File: src/rtl/song_sequencer.sv
// Play-mode note source: walks a song in an external synchronous note ROM and
// drives the note bus. Each note is held for its beats, then a silence gap follows.
module song_sequencer #(
    parameter int TICKS_PER_BEAT = 12_500_000,
    parameter int GAP_TICKS      = 1_250_000,
    parameter int ADDR_W         = 8
) (
    input  logic              clk,
    input  logic              rst,
    input  logic              enable,
    input  logic              start,
    input  logic              pause,
    input  logic [1:0]        song_sel,
    output logic [ADDR_W-1:0] rom_addr,
    input  logic [15:0]       rom_data,
    output logic [9:0]        play_note,
    output logic              playing,
    output logic              done,
    output logic [ADDR_W-3:0] note_idx
);

    localparam int TICK_W = (TICKS_PER_BEAT > 1) ? $clog2(TICKS_PER_BEAT) : 1;
    localparam int GAP_W  = (GAP_TICKS > 1) ? $clog2(GAP_TICKS) : 1;
    localparam logic [TICK_W-1:0] TICK_LAST = TICK_W'(TICKS_PER_BEAT - 1);
    localparam logic [GAP_W-1:0]  GAP_LAST  = GAP_W'(GAP_TICKS - 1);

    typedef enum logic [2:0] {
        IDLE,
        FETCH,
        WAIT,
        PLAY,
        GAP,
        DONE
    } state_t;

    state_t              state, state_d;
    logic [9:0]          note_reg, note_d;
    logic [ADDR_W-1:0]   addr_d;
    logic [5:0]          beat_cnt, beat_d;
    logic [TICK_W-1:0]   tick_cnt, tick_d;
    logic [GAP_W-1:0]    gap_cnt, gap_d;

    always_ff @(posedge clk) begin
        if (rst) begin
            state    <= IDLE;
            note_reg <= '0;
            rom_addr <= '0;
            beat_cnt <= '0;
            tick_cnt <= '0;
            gap_cnt  <= '0;
        end else begin
            state    <= state_d;
            note_reg <= note_d;
            rom_addr <= addr_d;
            beat_cnt <= beat_d;
            tick_cnt <= tick_d;
            gap_cnt  <= gap_d;
        end
    end

    // Abort beats restart, restart beats pause; pause only freezes PLAY and GAP.
    always_comb begin
        state_d = state;
        note_d  = note_reg;
        addr_d  = rom_addr;
        beat_d  = beat_cnt;
        tick_d  = tick_cnt;
        gap_d   = gap_cnt;
        if (!enable) begin
            state_d = IDLE;
            note_d  = '0;
            beat_d  = '0;
            tick_d  = '0;
            gap_d   = '0;
        end else if (start) begin
            state_d = FETCH;
            note_d  = '0;
            addr_d  = {song_sel, {(ADDR_W-2){1'b0}}};
            beat_d  = '0;
            tick_d  = '0;
            gap_d   = '0;
        end else if (pause && (state == PLAY || state == GAP)) begin
            state_d = state;
        end else begin
            case (state)
                FETCH: state_d = WAIT;
                WAIT: begin
                    if (rom_data[5:0] == 6'd0) begin
                        state_d = DONE;
                    end else begin
                        note_d  = rom_data[15:6];
                        beat_d  = rom_data[5:0];
                        tick_d  = '0;
                        state_d = PLAY;
                    end
                end
                PLAY: begin
                    if (tick_cnt == TICK_LAST) begin
                        tick_d = '0;
                        beat_d = beat_cnt - 6'd1;
                        if (beat_cnt == 6'd1) begin
                            note_d  = '0;
                            gap_d   = '0;
                            state_d = GAP;
                        end
                    end else begin
                        tick_d = tick_cnt + TICK_W'(1);
                    end
                end
                GAP: begin
                    if (gap_cnt == GAP_LAST) begin
                        gap_d = '0;
                        // The last slot of a song ends it; the address never crosses into the next song.
                        if (&note_idx) begin
                            state_d = DONE;
                        end else begin
                            addr_d  = rom_addr + ADDR_W'(1);
                            state_d = FETCH;
                        end
                    end else begin
                        gap_d = gap_cnt + GAP_W'(1);
                    end
                end
                default: state_d = state;
            endcase
        end
    end

    assign play_note = (state == PLAY && !pause) ? note_reg : 10'd0;
    assign playing   = (state == FETCH) || (state == WAIT) || (state == PLAY) || (state == GAP);
    assign done      = (state == DONE);
    assign note_idx  = rom_addr[ADDR_W-3:0];

endmodule

File: config.mk
export PLATFORM = sky130hd
export DESIGN_NAME = song_sequencer
export DESIGN_NICKNAME = d
export VERILOG_FILES = /design/src/rtl/song_sequencer.sv
export SDC_FILE = /design/constraint.sdc
export NUM_CORES = 1
export LEC_CHECK = 0
export CORE_MARGIN = 4
export CORE_UTILIZATION = 30
export CTS_CLUSTER_SIZE = 28
export DETAILED_ROUTE_END_ITERATION = 10
export GPL_TIMING_DRIVEN = 0
export PLACE_DENSITY = 0.61
export SETUP_SLACK_MARGIN = 0.2
export SYNTH_ARGS = -nofsm -noshare
export SYNTH_HDL_FRONTEND = slang
export SYNTH_SLANG_ARGS = --single-unit
File: constraint.sdc
create_clock -name clk -period 2.8 [get_ports clk]
set_input_delay 0.56 -clock clk [delete_from_list [all_inputs] [get_ports clk]]
set_output_delay 0.56 -clock clk [all_outputs]
set_load 0.005 [all_outputs]
# Word-level counts from Yosys, hierarchy flattened
# Cells that the tools add are included.
# classes
bitwise_logic	2
n_addsub	4
mux	28
n_eq_ne	17
reduce_logical	24
# op_table
operator	count
21-bit two-way mux	3
24-bit two-way mux	2
24-bit case mux with 2 select lines	1
21-bit case mux with 2 select lines	1
10-bit two-way mux	4
8-bit two-way mux	5
24-bit by 1-bit adder with 24-bit output, second input constant	1
24-bit == test, second input constant	1
21-bit by 1-bit adder with 21-bit output, second input constant	1
21-bit == test, second input constant	1
10-bit case mux with 2 select lines	1
5-bit AND reduction	4
3-bit two-way mux	5
6-bit two-way mux	2
3-bit case mux with 4 select lines	1
6-bit case mux with 2 select lines	1
2-bit != test, second input constant	5
8-bit by 1-bit adder with 8-bit output, second input constant	1
4-bit AND reduction	2
2-bit nonzero test	4
3-bit by 2-bit == test with 1-bit output, second input constant	2
3-bit == test, second input constant	2
6-bit by 1-bit == test with 1-bit output, second input constant	1
6-bit logical NOT	1
other kinds (16)	23
# word_totals
register_bits	72

# Logic depth before layout (Yosys ltp)
# logic_depth
word_depth	6
depth_mapped	8
ltp_nobuf	7

# Worst setup path after synthesis
# Ideal clock, no wire load.
# synth_path
path_type	input port to flip-flop
startpoint	input rom_data[4]
endpoint	register tick_cnt[18]
cell_stages	7
t_arrival_ps	2124
setup_time_ps	65
path_slack_ps	612
path_cell_list	or4_4 > nor4_4 > nor2_2 > nand2_2 > nand2_2 > buf_2 > nor2_1
# synth_via
elab_chain_len	3
# synth_lines
element	line	rtl
from (decl)	15	input logic [15:0] rom_data,
6-bit logical NOT	88	if (rom_data[5:0] == 6'd0) begin
2-bit != test (no line)	n/a	
3-bit AND reduction (no line)	n/a	
to (signal assigned)	56	tick_cnt <= tick_d;
to (decl)	40	logic [TICK_W-1:0] tick_cnt, tick_d;
# No other way between the ends.
# A chain may end at the register's enable or synchronous reset.

# Worst setup path after layout
# layout_path
startpoint	register state[0]
endpoint	output done
# layout_via
elab_chain_len	1
# layout_lines
element	line	rtl
from (decl)	36	state_t state, state_d;
from (signal assigned)	52	state <= state_d;
3-bit == test	131	assign done = (state == DONE);
to (decl)	18	output logic done,
# No other way between the ends.

==> results.md <==
## Clocking
* number of sinks handled by clock tree synthesis: 72
* clock tree from TritonCTS: yes
* Clk Latency, worst-skew pair: 0.33 ns
* clock buffer count from CTS: 9
* Worst-path clk slew: 0.06 ns
* clock buffer depth: 2
* count of hold-fix buffers inserted at cts: 0
* clock root buffer master: sky130_fd_sc_hd__clkbuf_16
* number of H-tree levels: 3

## Synth
* proportion of netlist area held by the largest area contributor: 38.2%
* number of register bits inferred by synthesis: 72
* part of the Yosys area used for sequential elements: 38.2%
* number of enable flip-flop cells after synthesis: 0
* prevailing post-synth register cell: sky130_fd_sc_hd__dfxtp_1
* top cell type by total area after synthesis: sky130_fd_sc_hd__dfxtp_1
* cell with the most instances after synthesis: sky130_fd_sc_hd__dfxtp_1
* largest cells by area after synthesis: sky130_fd_sc_hd__dfxtp_1 (38%), sky130_fd_sc_hd__nor2_1 (5.5%), sky130_fd_sc_hd__xor2_1 (4.4%)
* cell types with the highest counts after synthesis: sky130_fd_sc_hd__dfxtp_1 (72), sky130_fd_sc_hd__nor2_1 (55), sky130_fd_sc_hd__nand2_1 (34)
* mean instance size in the synthesized netlist: 8.26 um^2
* Netlist cell types: 63
* area of the mapped netlist: 3780 um^2
* number of warning messages in the yosys log: 0
* number of cells produced by synthesis: 457
* Post-synth ARST share: 0%
* post-synth net total: 485

## Status
* status: completed

## GRT
* pin count of the biggest net entering global routing: 12
* vias in the first global route: 3277
* antenna violations before repair: 0
* Global Route Usage Sum: 13.4%
* first-pass GRT wire length: 15.9 mm
* final global-route overflow total: 0

## Route
* remaining design rule violation count: 0
* Avg Vias per Cell: 5.21
* Vias: 3600
* wire length per cell: 14.0 um
* DRC violation total after the first TritonRoute iteration: 213
* number of detailed-routing iterations run before antenna repair: 6
* total wire length: 9.69 mm
* remaining antenna violation count: 0

## Worst setup path
* maximum fanout along the worst path: 10
* Startpoint Class: flip-flop
* worst setup path startpoint: state[0]$_SDFFE_PP0P_
* setup slack of the most critical reg-to-reg path: 0.47 ns
* cell-by-cell listing of the critical path: clkbuf_2 > clkbuf_1 > and3_1 > clkdlybuf4s50_1
* Worst setup EP type: output pin
* worst stage delay on the critical path: 0.51 ns
* sum of buffers and inverters on the critical path: 3
* slowest cell on the critical path: sky130_fd_sc_hd__clkdlybuf4s50_1
* required time of the critical path: 2.24 ns
* classification of the worst setup path: reg2out
* CP top delay family: buffers and inverters
* Worst EP arrival: 1.96 ns
* Critical R2R Launch: gap_cnt[0]$_SDFFE_PP0P_
* Reg2Reg Capture Point: rom_addr[7]$_SDFFE_PP0P_
* cell count of the worst reg-to-reg path: 8

## Final layout
* utilization after layout: 39.8%
* net count reported at finish: 547
* final cell area excluding filler cells: 4840 um^2
* synth-to-layout area growth: 28.2%
* ratio of cells with drive above 1 in the final layout: 9.94%
* diode insertion count for antenna repair: 0
* count of placed standard cells in the final layout, fillers left out: 691
* Largest register FFs: 24

## Timing
* final number of setup-violating endpoints: 0
* final setup TNS: 0 ns
* number of hold violations in the final report: 0
* final worst clock skew: 0.00751 ns
* final critical-path share of the clock period: 89.9%
* min setup slack post-route: 0.283 ns
* clock period minus final worst setup slack: 2.52 ns
* smallest hold slack: 0.467 ns
* Max Clk Rate: 0.397 GHz
* Max Slew Vio Count: 0
* unrepaired setup endpoints after global routing: true
* worst slew pin tran: 0.731 ns
* Max-Slew Margin vs Limit: 50.9%

## Placed design
* final HPWL from detailed placement: 7.04 mm
* Post-DP Area: 4460 um^2
* quantity of I/O buffers inserted on ports: 47
* number of placed cells counting well taps: 672
* dpl ws: -0.248 ns
* gp weighted congestion: 0.861

## Floorplan
* overall die area: 14400 um^2
* Core Box Area: 12200 um^2
* effective utilization at floorplan: 31.0%
* I/O pins: 49
* vertical die dimension: 120 um
* Core Rows: 40
* Die X-Extent: 120 um

## Worst hold path
* cell depth of the worst min-delay path: 1
* Worst Hold Launch: note_reg[1]$_SDFFE_PP0P_
* Worst Hold Path EP: note_reg[1]$_SDFFE_PP0P_
* Tightest Hold Check Type: reg2reg

## Power and ir drop
* Static Leakage: 1.62 nW
* PD cells: 475 nW/um^2
* overall power: 2.30 mW
* Max VDD drop: 284 uV

## Flow run
* max_cap viols: 0

[per-layer routing]
metal  track usage (%)  vias to the layer above  part of all wire, %
met5                 0                        -                    0
met4              5.65                        0                  1.8
met3              2.57                       14                  6.4
met2              20.3                      116                   43
met1              18.5                     1672                   48
li1                  -                     1798                    -
[worst reg2reg max path: cells and delay by family, from the launching register on]
family	cells	cell delay (ns)
AO/OA/AOI/OAI	1	0.09
buffers and inverters	1	0.22
adder cells (fa/ha/maj)	1	0.21
AND/OR/NAND/NOR	5	1.34
flip-flops	1	0.39
[cell usage in the layout, fill, tap and decap left out, types with 4 or more instances in the layout]
master and count:
sky130_fd_sc_hd__nor3_1 11, sky130_fd_sc_hd__xor2_1 19, sky130_fd_sc_hd__a21oi_1 26, sky130_fd_sc_hd__dfxtp_1 72, sky130_fd_sc_hd__inv_1 7, sky130_fd_sc_hd__or4_1 4, sky130_fd_sc_hd__nand2_1 33, sky130_fd_sc_hd__nand3_1 26
sky130_fd_sc_hd__buf_2 5, sky130_fd_sc_hd__o21ai_0 23, sky130_fd_sc_hd__xnor2_1 10, sky130_fd_sc_hd__and3_1 17, sky130_fd_sc_hd__a22o_1 10, sky130_fd_sc_hd__clkbuf_16 9, sky130_fd_sc_hd__and2_1 14, sky130_fd_sc_hd__a31oi_1 6
sky130_fd_sc_hd__clkbuf_1 10, sky130_fd_sc_hd__nor2_1 54, sky130_fd_sc_hd__nor4_1 7, sky130_fd_sc_hd__clkdlybuf4s50_1 46, sky130_fd_sc_hd__or3_1 9, sky130_fd_sc_hd__ha_1 5, sky130_fd_sc_hd__nand4_1 11, sky130_fd_sc_hd__o31ai_1 6
sky130_fd_sc_hd__buf_4 10
[cell type report]
type / count / area, um^2
buffer: 23 / 120
clock inverter: 2 / 37.5
clock buffer: 13 / 270
fill: 1231 / 7320
tap: 168 / 210
timing repair buffer: 50 / 492
inverter: 7 / 26.3
multi-input combinational: 356 / 2240
sequential: 72 / 1440
[kinds of logic (layout without fill, tap and decap cells)]
group                      count (synthesis)  count (layout)  synth area share (%)
and+or+nand+nor                          219             220                  31.9
buffers and inverters                     30              95                  3.78
AOI/OAI and AO/OA                        101             101                  17.5
xor gates and xnor gates                  29              29                  6.73
adders and majority gates                  5               5                  1.66
muxes                                      1               1                 0.265
DFF                                       72              72                  38.2
[what timing repair did]
item | in CTS | in global routing
resized for setup | 6 | 8
gates cloned | 0 | 1
setup buffers | 1 | 2
pin swaps | 1 | 3
endpoints found under the setup margin | 44 | 47
[report_power, final]
group | internal, mW | leakage (nW) | switching, mW
clock | 0.758 | 0.148 | 0.415
combinational | 0.0444 | 0.891 | 0.0528
sequential | 1.03 | 0.580 | 0.00223
[worst max path at each step]
stage                                endpoint  slack (ns)  depth (start not counted)
floorplan           tick_cnt[18]$_SDFFE_PP0P_        0.61                          7
global placement     tick_cnt[3]$_SDFFE_PP0P_       -0.23                          8
detailed placement   tick_cnt[4]$_SDFFE_PP0P_       -0.25                          8
CTS                              play_note[6]        0.22                          5
global route                             done        0.18                          4
finish                                   done        0.28                          4
No activity file was read; power rests on OpenSTA's default activity.
==> variant (same settings) <==
Register the inputs `enable`, `start`, `pause`, `song_sel` and `rom_data` before use, cleared by the reset. The logic sees them one clock later.
--- a/src/rtl/song_sequencer.sv
+++ b/src/rtl/song_sequencer.sv
@@ -34,4 +34,26 @@
     } state_t;
 
+    logic enable_q;
+    logic start_q;
+    logic pause_q;
+    logic [1:0] song_sel_q;
+    logic [15:0] rom_data_q;
+
+    always_ff @(posedge clk) begin
+        if (rst) begin
+            enable_q   <= '0;
+            start_q    <= '0;
+            pause_q    <= '0;
+            song_sel_q <= '0;
+            rom_data_q <= '0;
+        end else begin
+            enable_q   <= enable;
+            start_q    <= start;
+            pause_q    <= pause;
+            song_sel_q <= song_sel;
+            rom_data_q <= rom_data;
+        end
+    end
+
     state_t              state, state_d;
     logic [9:0]          note_reg, note_d;
@@ -67,5 +89,5 @@
         tick_d  = tick_cnt;
         gap_d   = gap_cnt;
-        if (!enable) begin
+        if (!enable_q) begin
             state_d = IDLE;
             note_d  = '0;
@@ -73,12 +95,12 @@
             tick_d  = '0;
             gap_d   = '0;
-        end else if (start) begin
+        end else if (start_q) begin
             state_d = FETCH;
             note_d  = '0;
-            addr_d  = {song_sel, {(ADDR_W-2){1'b0}}};
+            addr_d  = {song_sel_q, {(ADDR_W-2){1'b0}}};
             beat_d  = '0;
             tick_d  = '0;
             gap_d   = '0;
-        end else if (pause && (state == PLAY || state == GAP)) begin
+        end else if (pause_q && (state == PLAY || state == GAP)) begin
             state_d = state;
         end else begin
@@ -86,9 +108,9 @@
                 FETCH: state_d = WAIT;
                 WAIT: begin
-                    if (rom_data[5:0] == 6'd0) begin
+                    if (rom_data_q[5:0] == 6'd0) begin
                         state_d = DONE;
                     end else begin
-                        note_d  = rom_data[15:6];
-                        beat_d  = rom_data[5:0];
+                        note_d  = rom_data_q[15:6];
+                        beat_d  = rom_data_q[5:0];
                         tick_d  = '0;
                         state_d = PLAY;
@@ -127,5 +149,5 @@
     end
 
-    assign play_note = (state == PLAY && !pause) ? note_reg : 10'd0;
+    assign play_note = (state == PLAY && !pause_q) ? note_reg : 10'd0;
     assign playing   = (state == FETCH) || (state == WAIT) || (state == PLAY) || (state == GAP);
     assign done      = (state == DONE);
Check against the original RTL: not equivalent (a bounded check fails within 4 cycles, from zero or initial values and one cycle with rst high).
==> variant against the unedited design <==
Total power increased by 12%. Die area grew 22%. Non-clock buffer count up 11. Sequential cell count up 21. Worst hold slack got worse by 19 ps. Critical path depth grew 2. Cell area grew 20%. Setup slack better by 3.2 ps. Area after synthesis up 24%. Routed wire length grew 32%. Largest cell class unchanged.
==> variant: results (changes against the unedited design) <==
Status
  • Status: complete, no violations (unchanged)

Min path
  • Hold Crit Class: flip-flop to flip-flop (unchanged)
  • Hold Path Origin: rom_data_q[10] (was note_reg[1])
  • Hold Path Depth: 1 (unchanged)
  • Hold EP: note_reg[4] (was note_reg[1])

Clock network
  • Clk buf depth: 2 (unchanged)
  • Htree depth: 3 (unchanged)
  • Num CTS Buffers: 9 (unchanged)
  • Worst skew pair latency: ~340 ps
  • Clock Pin Slew Worst Setup and Hold Paths: 60 ps (about the same)
  • Clk root buf: clkbuf_16 (unchanged)

Final layout
  • Fin cells: 839 (was 691)
  • Final Net Count: 651 (was 547)
  • Share of layout cells above drive strength 1: 8.28% (was 9.94%)
  • Fillcell total: 1,545 (was 1,231)
  • Regs by FF count: tick_cnt x24, gap_cnt x21, rom_data_q x16
  • N_diodes: 0 (unchanged)

Global routing
  • Initial antenna violation count: 0 (unchanged)
  • Vias in the first global route: 4,313 (was 3,277)
  • GRT Total Usage: 14.4% (was 13.4%)
  • Pin count of the biggest net entering global routing: 15 (was 12)
  • First-pass GRT wire length: 21.3 mm (was 15.9 mm)

Synth
  • Syn Area/Cell: 8.34 µm² (was 8.26 µm²)
  • Post-Syn Nets: 589 (was 485)
  • Yosys warns: 0 (unchanged)
  • Synth Area in XOR/XNOR: 2.99% (was 6.73%)
  • Synth area leaders: dfxtp_1, nand3_1, nand2_1, nand4_1, nor2b_1 (was dfxtp_1, nor2_1, xor2_1, a21oi_1, nand3_1)
  • Register area share after synthesis: 39.8% (was 38.2%)
  • Async set or reset register ratio after synthesis: 0% (unchanged)
  • Most frequent cells after synthesis: dfxtp_1, nand3_1, nand2_1 (was dfxtp_1, nor2_1, nand2_1)
  • Synth Area in Compound Gates: 16.4% (was 17.5%)
  • Synth Area in Adders: 1.34% (was 1.66%)
  • Post-synthesis cell type count: 62 (was 63)
  • Mux contribution to synthesized area: 0.428% (was 0.265%)

Worst setup path
  • Critical path data arrival time: approximately 2000 ps
  • CP Max Fanout: 10 (unchanged)
  • Reg-to-reg startpoint: state[2] (was gap_cnt[0])
  • Reg2Reg Setup Slack: 340 ps (was 470 ps)
  • RR Endpoint: rom_addr[5] (was rom_addr[7])
  • Reg2reg path depth: 6 (was 8)

Placed design
  • Post-DP HPWL: 9.43 mm (was 7.04 mm)
  • Post-place setup slack: -412 ps (was -248 ps)
  • Cell Count Post-Placement: 820 (was 672)
  • Global placer's final weighted congestion: 0.939 (was 0.861)
  • Buffers on Ports: 48 (was 47)

Route
  • Routed len/inst: 15.2 µm (was 14.0 µm)
  • Initial drt markers: 279 (was 213)
  • Drt pass-1 iters: 5 (was 6)
  • Via/cell ratio: 5.35 (was 5.21)

Timing
  • Maximum clock skew at final layout: 10.4 ps (was 7.51 ps)
  • Worst hold slack: 448 ps (was 467 ps)
  • Slew headroom: 51.5% (was 50.9%)

Power
  • Worst-case vdd ir drop: 0.286 mV (was 0.284 mV)
  • Leak: 1.88 nW (was 1.62 nW)
## variant: cell count changes after synthesis, sizes merged, moves of 8 or more
cell and delta:
nand3 +32, nor2 -27, dfxtp +21, nor2b +18, nand2 +14, clkbuf +13, inv +11, nand4 +9
xor2 -8
## variant: what timing repair did
item | in CTS | in global routing
resized for setup | 11 | 24
pin swaps | 2 | 2
endpoints found under the setup margin | 33 | 66
buffers inserted | 2 | 1
hold buffers | 0 | 0
## variant: metrics by stage
stage               power, mW  area (µm²)
floorplan                1.42        4680
global placement         1.47        5430
detailed placement       1.47        5430
CTS                      2.60        5740
global route             2.67        5820
finish                   2.58        5820
## variant: worst max-delay path, stage by stage (launching register included)
cell and delay (ps):
dfxtp_4 380, buf_6 160, nand3b_1 120, nor2_2 160, buf_6 140, and2_1 130
clkdlybuf4s50_1 510
## variant: how the worst max path moves through the flow
stage / startpoint / slack, ps / to / depth (start not counted)
CTS: tick_cnt[0] / 140 / note_reg[9] / 6
floorplan: gap_cnt[0] / 660 / rom_addr[5] / 6
global placement: rst / -370 / gap_cnt[15] / 8
global route: state[0] / 170 / play_note[7] / 6
detailed placement: rst / -410 / gap_cnt[15] / 8
finish: state[0] / 290 / play_note[7] / 6
## variant: power breakdown
group	internal [mW]	switching, mW	total (mW)
logic	0.0482	0.0498	0.0980
registers	1.34	0.0106	1.35
clock network	0.628	0.505	1.13
## variant: area by class of cell
type | instances | area [µm²] | area share (%)
plain buffers | 33 | 176 | 3.03
clock buffers | 13 | 250 | 4.30
clock inverters | 3 | 21.3 | 0.365
inverters | 18 | 67.6 | 1.16
multi-input cells | 417 | 2670 | 45.9
flip-flops and latches | 93 | 1870 | 32.1
well taps | 211 | 264 | 4.54
repair buffers | 51 | 503 | 8.64
## variant: metal layers
layer  global-route usage (%)  vias up  share of wire, %
met5                        0        -                 0
met4                     4.79        0               1.3
met3                     2.78       10               4.6
met2                     23.4      106                48
met1                     19.2     2167                46
li1                         -     2209                 -
## variant: kinds of logic (layout without fill, tap and decap cells)
kind of cell             count (synthesis)  after routing
multiplexers                             2              2
AO/OA/AOI/OAI                          109            109
flip-flops                              93             93
adder cells (fa/ha/maj)                  5              5
buffers and inverters                   51            118
XOR/XNOR                                16             16
AND/OR/NAND/NOR                        285            285
